File: src/rtl/regfile_wb_arbiter.sv
`default_nettype none
// ============================================================================
//  Module   : regfile_wb_arbiter
//  Purpose  : Shares the register-file write port (we3/ad3/wd3) between the
//             ALU and load writeback channels, each with a one-entry slot.
//             Optional macro WB_BYPASS_EN enables the zero-latency bypass.
//  Revision : 1.0 - initial release
// ============================================================================
module regfile_wb_arbiter #(
    parameter int DATA_W = 32,
    parameter int ADDR_W = 5,
    parameter int NREG   = 32
) (
    input  logic              clk,
    input  logic              rst,
    input  logic              alu_valid,
    output logic              alu_ready,
    input  logic [ADDR_W-1:0] alu_addr,
    input  logic [DATA_W-1:0] alu_data,
    input  logic              mem_valid,
    output logic              mem_ready,
    input  logic [ADDR_W-1:0] mem_addr,
    input  logic [DATA_W-1:0] mem_data,
    output logic              we3,
    output logic [ADDR_W-1:0] ad3,
    output logic [DATA_W-1:0] wd3,
    output logic [NREG-1:0]   busy,
    output logic [15:0]       conflict_cnt
);

    logic              r_alu_v;
    logic [ADDR_W-1:0] r_alu_addr;
    logic [DATA_W-1:0] r_alu_data;
    logic              r_mem_v;
    logic [ADDR_W-1:0] r_mem_addr;
    logic [DATA_W-1:0] r_mem_data;
    logic              r_rr;
    logic              r_age;
    logic [15:0]       r_conflict_cnt;

    logic              w_both;
    logic              w_same;
    logic              w_contended;
    logic              w_grant_alu;
    logic              w_grant_mem;
    logic              w_alu_load;
    logic              w_mem_load;
    logic              w_alu_stay;
    logic              w_mem_stay;
    logic [NREG-1:0]   w_busy;

    assign w_both      = r_alu_v && r_mem_v;
    assign w_same      = (r_alu_addr == r_mem_addr);
    assign w_contended = w_both && !w_same;

    // Same-address pairs go oldest-first so writes to one register stay ordered.
    always_comb begin
        w_grant_alu = 1'b0;
        w_grant_mem = 1'b0;
        if (w_both) begin
            if (w_same) begin
                w_grant_mem = r_age;
                w_grant_alu = !r_age;
            end else begin
                w_grant_mem = r_rr;
                w_grant_alu = !r_rr;
            end
        end else if (r_alu_v) begin
            w_grant_alu = 1'b1;
        end else if (r_mem_v) begin
            w_grant_mem = 1'b1;
        end
    end

    assign alu_ready = !rst && (!r_alu_v || w_grant_alu);
    assign mem_ready = !rst && (!r_mem_v || w_grant_mem);

`ifdef WB_BYPASS_EN
    logic w_byp_alu;
    logic w_byp_mem;

    // Bypass only when the port is otherwise idle and exactly one request shows up.
    assign w_byp_alu = !rst && !r_alu_v && !r_mem_v && alu_valid && !mem_valid
                       && (alu_addr != '0);
    assign w_byp_mem = !rst && !r_alu_v && !r_mem_v && mem_valid && !alu_valid
                       && (mem_addr != '0);
    assign w_alu_load = alu_valid && alu_ready && (alu_addr != '0) && !w_byp_alu;
    assign w_mem_load = mem_valid && mem_ready && (mem_addr != '0) && !w_byp_mem;
`else
    assign w_alu_load = alu_valid && alu_ready && (alu_addr != '0);
    assign w_mem_load = mem_valid && mem_ready && (mem_addr != '0);
`endif

    assign w_alu_stay = r_alu_v && !w_grant_alu;
    assign w_mem_stay = r_mem_v && !w_grant_mem;

    always_comb begin
        we3 = 1'b0;
        ad3 = '0;
        wd3 = '0;
        if (!rst) begin
            if (w_grant_alu) begin
                we3 = 1'b1;
                ad3 = r_alu_addr;
                wd3 = r_alu_data;
            end else if (w_grant_mem) begin
                we3 = 1'b1;
                ad3 = r_mem_addr;
                wd3 = r_mem_data;
`ifdef WB_BYPASS_EN
            end else if (w_byp_alu) begin
                we3 = 1'b1;
                ad3 = alu_addr;
                wd3 = alu_data;
            end else if (w_byp_mem) begin
                we3 = 1'b1;
                ad3 = mem_addr;
                wd3 = mem_data;
`endif
            end
        end
    end

    always_comb begin
        w_busy = '0;
        if (r_alu_v) w_busy[r_alu_addr] = 1'b1;
        if (r_mem_v) w_busy[r_mem_addr] = 1'b1;
        w_busy[0] = 1'b0;
    end

    assign busy         = rst ? '0 : w_busy;
    assign conflict_cnt = r_conflict_cnt;

    always_ff @(posedge clk) begin
        if (rst) begin
            r_alu_v        <= 1'b0;
            r_alu_addr     <= '0;
            r_alu_data     <= '0;
            r_mem_v        <= 1'b0;
            r_mem_addr     <= '0;
            r_mem_data     <= '0;
            r_rr           <= 1'b0;
            r_age          <= 1'b0;
            r_conflict_cnt <= '0;
        end else begin
            if (w_alu_load) begin
                r_alu_v    <= 1'b1;
                r_alu_addr <= alu_addr;
                r_alu_data <= alu_data;
            end else if (w_grant_alu) begin
                r_alu_v    <= 1'b0;
            end

            if (w_mem_load) begin
                r_mem_v    <= 1'b1;
                r_mem_addr <= mem_addr;
                r_mem_data <= mem_data;
            end else if (w_grant_mem) begin
                r_mem_v    <= 1'b0;
            end

            if (w_contended) r_rr <= !r_rr;

            // A fresh load is younger than a held entry; simultaneous loads treat mem as older.
            if (w_alu_load && (w_mem_load || w_mem_stay)) begin
                r_age <= 1'b1;
            end else if (w_mem_load && w_alu_stay) begin
                r_age <= 1'b0;
            end

            if (w_both && (r_conflict_cnt != 16'hFFFF)) begin
                r_conflict_cnt <= r_conflict_cnt + 16'd1;
            end
        end
    end

endmodule
`default_nettype wire

File: config.mk
export PLATFORM = sky130hd
export DESIGN_NAME = regfile_wb_arbiter
export DESIGN_NICKNAME = d
export VERILOG_FILES = /design/src/rtl/regfile_wb_arbiter.sv
export SDC_FILE = /design/constraint.sdc
export NUM_CORES = 1
export LEC_CHECK = 0
export ABC_AREA = 1
export CAP_MARGIN = 20
export CORE_MARGIN = 8
export CORE_UTILIZATION = 43
export DETAILED_ROUTE_END_ITERATION = 8
export HOLD_SLACK_MARGIN = 0.08
export PLACE_DENSITY = 0.85
export SLEW_MARGIN = 5
export SYNTH_ARGS = -nofsm -noshare
export SYNTH_HDL_FRONTEND = slang
export SYNTH_SLANG_ARGS = --single-unit
File: constraint.sdc
create_clock -name clk -period 1.9 [get_ports clk]
set_input_delay 0.19 -clock clk [delete_from_list [all_inputs] [get_ports clk]]
set_output_delay 0.19 -clock clk [all_outputs]
set_load 0.05 [all_outputs]
* Yosys cells after proc, flatten, opt, wreduce, memory -nomap -nowiden
Cells that the tools add are included.
W data, S select, Z words.
** Storage, ports and cells
- Word-level logic and storage cells :: 77
- Bits in registers :: 94
- Output and inout bits :: 88
- Input port bits :: 78
** Cells by class
- Muxes and demuxes :: 29
- Reductions and logical operators :: 31
- Eq/ne operators :: 2
- Add/sub/neg operators :: 1
- Bitwise gates (word level) :: 1
- $lt $le $gt $ge :: 4
** Operators by type and width (number)
- $mux W32 :: 6
- $or A32 B32 Y32 :: 1
- $mux W1 :: 18
- $add A16 B1 Y16 const B :: 1
- $ne A16 B16 Y1 const B :: 1
- $logic_and A1 B1 Y1 :: 15
- $mux W5 :: 3
- $lt A5 B6 Y1 const B :: 2
- $demux W1 S5 :: 2
- $ge A5 B1 Y1 const B :: 2
- $reduce_bool A5 Y1 :: 2
- $logic_not A1 Y1 :: 8
- $reduce_bool A2 Y1 :: 3
- $eq A5 B5 Y1 :: 1
- $logic_or A1 B1 Y1 :: 3

* Longest topological paths before layout
- Depth in word-level cells :: 10
- Mapped depth :: 14
- Gate-level depth less buffers :: 12

* Least setup slack after synthesis
No wires, ideal clock.
- Path type :: register to output
- Start :: register r_mem_addr[3]
- End :: output port ad3[2]
- Arrival :: 2.262 ns
- Path buffers :: 2
- Stages on the path, launching flop included :: 13
- Required time :: 1.710 ns
- Slack :: -0.552 ns
- Cell sequence :: dfxtp_1 buf_2 inv_2 nand2_1 nand2_1 nor2_4 nand3_2 nand3_2 nand2_2 nor2_4 buf_2 nand2_1 a21oi_1
** On the way
- Word-level cells in the longest chain between the ends :: 6
- Elaborated cells on any way between the ends :: 8
** RTL lines
- from (decl) :: RTL line 35 : logic [ADDR_W-1:0] r_mem_addr;
- from (signal assigned) :: RTL line 156 : r_mem_addr <= mem_addr;
- $eq A5 B5 Y1 * :: RTL line 53 : assign w_same = (r_alu_addr == r_mem_addr);
- $mux W1 :: RTL line 61 : if (w_same) begin
- $mux W1 :: RTL line 60 : if (w_both) begin
- $mux W5 :: RTL line 106 : end else if (w_grant_mem) begin
- $mux W5 * :: RTL line 102 : if (w_grant_alu) begin
- $mux W5 * :: RTL line 101 : if (!rst) begin
- to (decl) :: RTL line 25 : output logic [ADDR_W-1:0] ad3,
Mark *: on every way between the ends. The rest lies on a longest branch, timed or not.

* Final worst setup path
- Start :: register r_alu_addr[1]
- End :: output port ad3[1]
** On the way
- Word-level cells in the longest chain between the ends :: 6
- Elaborated cells on any way between the ends :: 8
** RTL lines
- from (decl) :: RTL line 32 : logic [ADDR_W-1:0] r_alu_addr;
- from (signal assigned) :: RTL line 148 : r_alu_addr <= alu_addr;
- $eq A5 B5 Y1 :: RTL line 53
- $mux W1 :: RTL line 61
- $mux W1 :: RTL line 60
- $mux W5 :: RTL line 106
- $mux W5 * :: RTL line 102
- $mux W5 * :: RTL line 101
Marked as above.

==> metrics.cfg <==
[status]
status = finished, violations left
violations = setup timing

[sta]
finalCritPeriodShare_pct = 136
finalSetupViolations = 146
fin_ws_ns = -0.692
worst_hold_slack_ns = 0.384
worstMarginPinSlew_ns = 0.543
final_max_slew_viol_count = 0
rsz0062_at_grt = yes
slew_headroom_pct = 63.7
clock-skew-final_ns = 0.0153
finalHoldViolations = 0
finalCriticalPeriod_ns = 2.59
max_freq_ghz = 0.386
fin_setup_tns_ns = -44.90

[clocking]
cts_made_buffers = 9
htree_levels = 3
numClockSinks = 94
path_clk_slew_ns = 0.07
cts_root_buf = clkbuf_16
ctsHoldBuffers = 0
clockBufferDepth = 2
clkLatencyLatePin_ns = 0.36
cts_tree = built

[drt]
vias_per_cell = 5.66
ant_nets = 0
vias = 7204
drt-initial-drc-count = 804
wl_um = 26100
first_pass_iters = 8
drcViolationCount = 0
drt-wirelength-per-cell_um = 20.5

[cells_and_area]
final_nets = 1200
nFillCells = 605
diodes = 0
drive_gt1_share_pct = 36.6
area_delta_synth_final_pct = 93.1
finish.utilization_pct = 85.3
mostFrequentLayoutCells = nand2_1, nor2_1, inv_1
mostFrequentLayoutCell = nand2_1

[critical_path]
cp-end-kind = output port
worstPathRequired_ns = 1.71
worstPathArrival_ns = 2.40
critical_path_peak_fanout = 7
start_kind = flop
path_class = reg -> out

[logic_synthesis]
synthesis.nets = 971
post_synth.cell_area_avg_um2 = 5.95
ys_ff_latch = 94
ys_seq_area_share_pct = 35.5
synth_area_um2 = 5310
syn_inst = 892
synth_warnings = 0
synthDistinctLibCells = 34

[floorplanning]
pin_count = 166
die_w_um = 127
die_y_um = 127
start_util_pct = 44.2
design.core.area_um2 = 12000
dieArea_um2 = 16200
rows = 40

[global_routing]
overflow = 0
grt_max_degree = 72
grt_pass1_wl_um = 35100
antenna_found_initial = 0
grt_usage_pct = 27.1
grt_pass1_vias = 6827

[placement]
gp_congestion = 0.891
dpl.hpwl_um = 13100
port_buffers = 164

[power_and_ir_drop]
irDropWorstVdd_uv = 563
power_leakage_nw = 4.44
power_density_nw_per_um2 = 534
total_power_w = 0.00547

[job]
timing.max_cap.violations = 0

[worst_hold_path]
hold_path.class = in -> reg

==> logic make-up after synthesis <==
logic type / share of synthesized area (%)
and+or+nand+nor: 40.8
buffers and inverters: 12.1
AOI/OAI and AO/OA: 10.6
DFF: 35.5
xor gates and xnor gates: 0.660
adders and majority gates: 0.236
other: 0.0707
==> synthesized netlist by cell type, drive strengths merged <==
cell type,number,area share (%)
a22oi,12,1.7
and2,2,0.24
nand2,283,20
o21a,1,0.14
inv,109,7.7
conb,1,0.071
nor3,26,2.5
nor3b,1,0.14
nand3b,2,0.28
a211oi,1,0.14
nor2,197,14
o21ai,10,0.94
nand4,6,1.1
buf,25,3.1
a31oi,3,0.64
o21bai,1,0.14
nand3,20,2.2
xnor2,3,0.50
nor4,1,0.12
a21oi,73,6.9
dfxtp,94,35
ha,1,0.24
clkbuf,19,1.3
xor2,1,0.17
==> area by class of cell <==
cell class	instances	area (um^2)	share of cell area, %
Clock buffer	11	233	2.27
Clock inverter	5	57.6	0.562
Inverter	109	419	4.09
Multi-Input combinational cell	645	3950	38.5
Sequential cell	94	1910	18.7
Tap cell	147	184	1.80
Timing Repair Buffer	262	3490	34.1
==> repair_timing <==
| action | CTS | global route |
|---|---|---|
| pin swaps | 20 | 49 |
| resized for setup | 104 | 113 |
| cloned | 6 | 4 |
| buffers inserted | 45 | 13 |
| setup endpoints to repair | 105 | 157 |
==> power breakdown <==
group	internal (W)	switching, W
registers	0.00208	0.000104
clock network	0.00103	0.000848
logic	0.000614	0.000791
==> through the flow <==
| step | worst slack [ns] | instances | area (um^2) |
|---|---|---|---|
| 2_1_floorplan | -0.109 | 892 | 5880 |
| 3_3_place_gp | -0.00963 | 1210 | 8620 |
| 3_5_place_dp | -0.0701 | 1210 | 8620 |
| 4_1_cts | -0.428 | 1258 | 9660 |
| 5_1_grt | -0.756 | 1273 | 10200 |
| 6_report | -0.692 | 1273 | 10200 |
==> state kept, by name, indices dropped and copies added (netlist names) <==
name          cells
r_mem_addr        5
r_alu_v           1
r_mem_data       32
r_mem_v           1
r_alu_addr        5
conflict_cnt     16
r_age             1
r_alu_data       32
r_rr              1
==> worst paths after layout <==
check | start | to | slack, ns | cells after the start
worst max-delay path | r_alu_addr[1] | ad3[1] | -0.69 | 12
worst min-delay path | rst | r_mem_v | 0.38 | 4
worst min register to register | conflict_cnt[8] | conflict_cnt[8] | 0.46 | 2
worst max register to register | r_alu_addr[1] | r_mem_addr[3] | -0.44 | 16
==> metal layers <==
metal	routed length (um)	global-route usage [%]	vias to the layer above
met5	0	0	-
met4	1990	15.0	0
met3	2430	6.36	189
met2	12300	45.7	492
met1	9350	31.1	3328
li1	-	-	3195
==> critical path, stage by stage (launching register included) <==
cell,delay [ns]
dfxtp_2,0.38
inv_2,0.05
nand2_1,0.09
nand2_2,0.08
nor2_2,0.11
buf_4,0.17
nand4_4,0.12
a31oi_4,0.20
buf_6,0.18
buf_12,0.14
nand2_1,0.12
a21oi_4,0.22
buf_12,0.16
No activity file was read; power rests on OpenSTA's default activity.
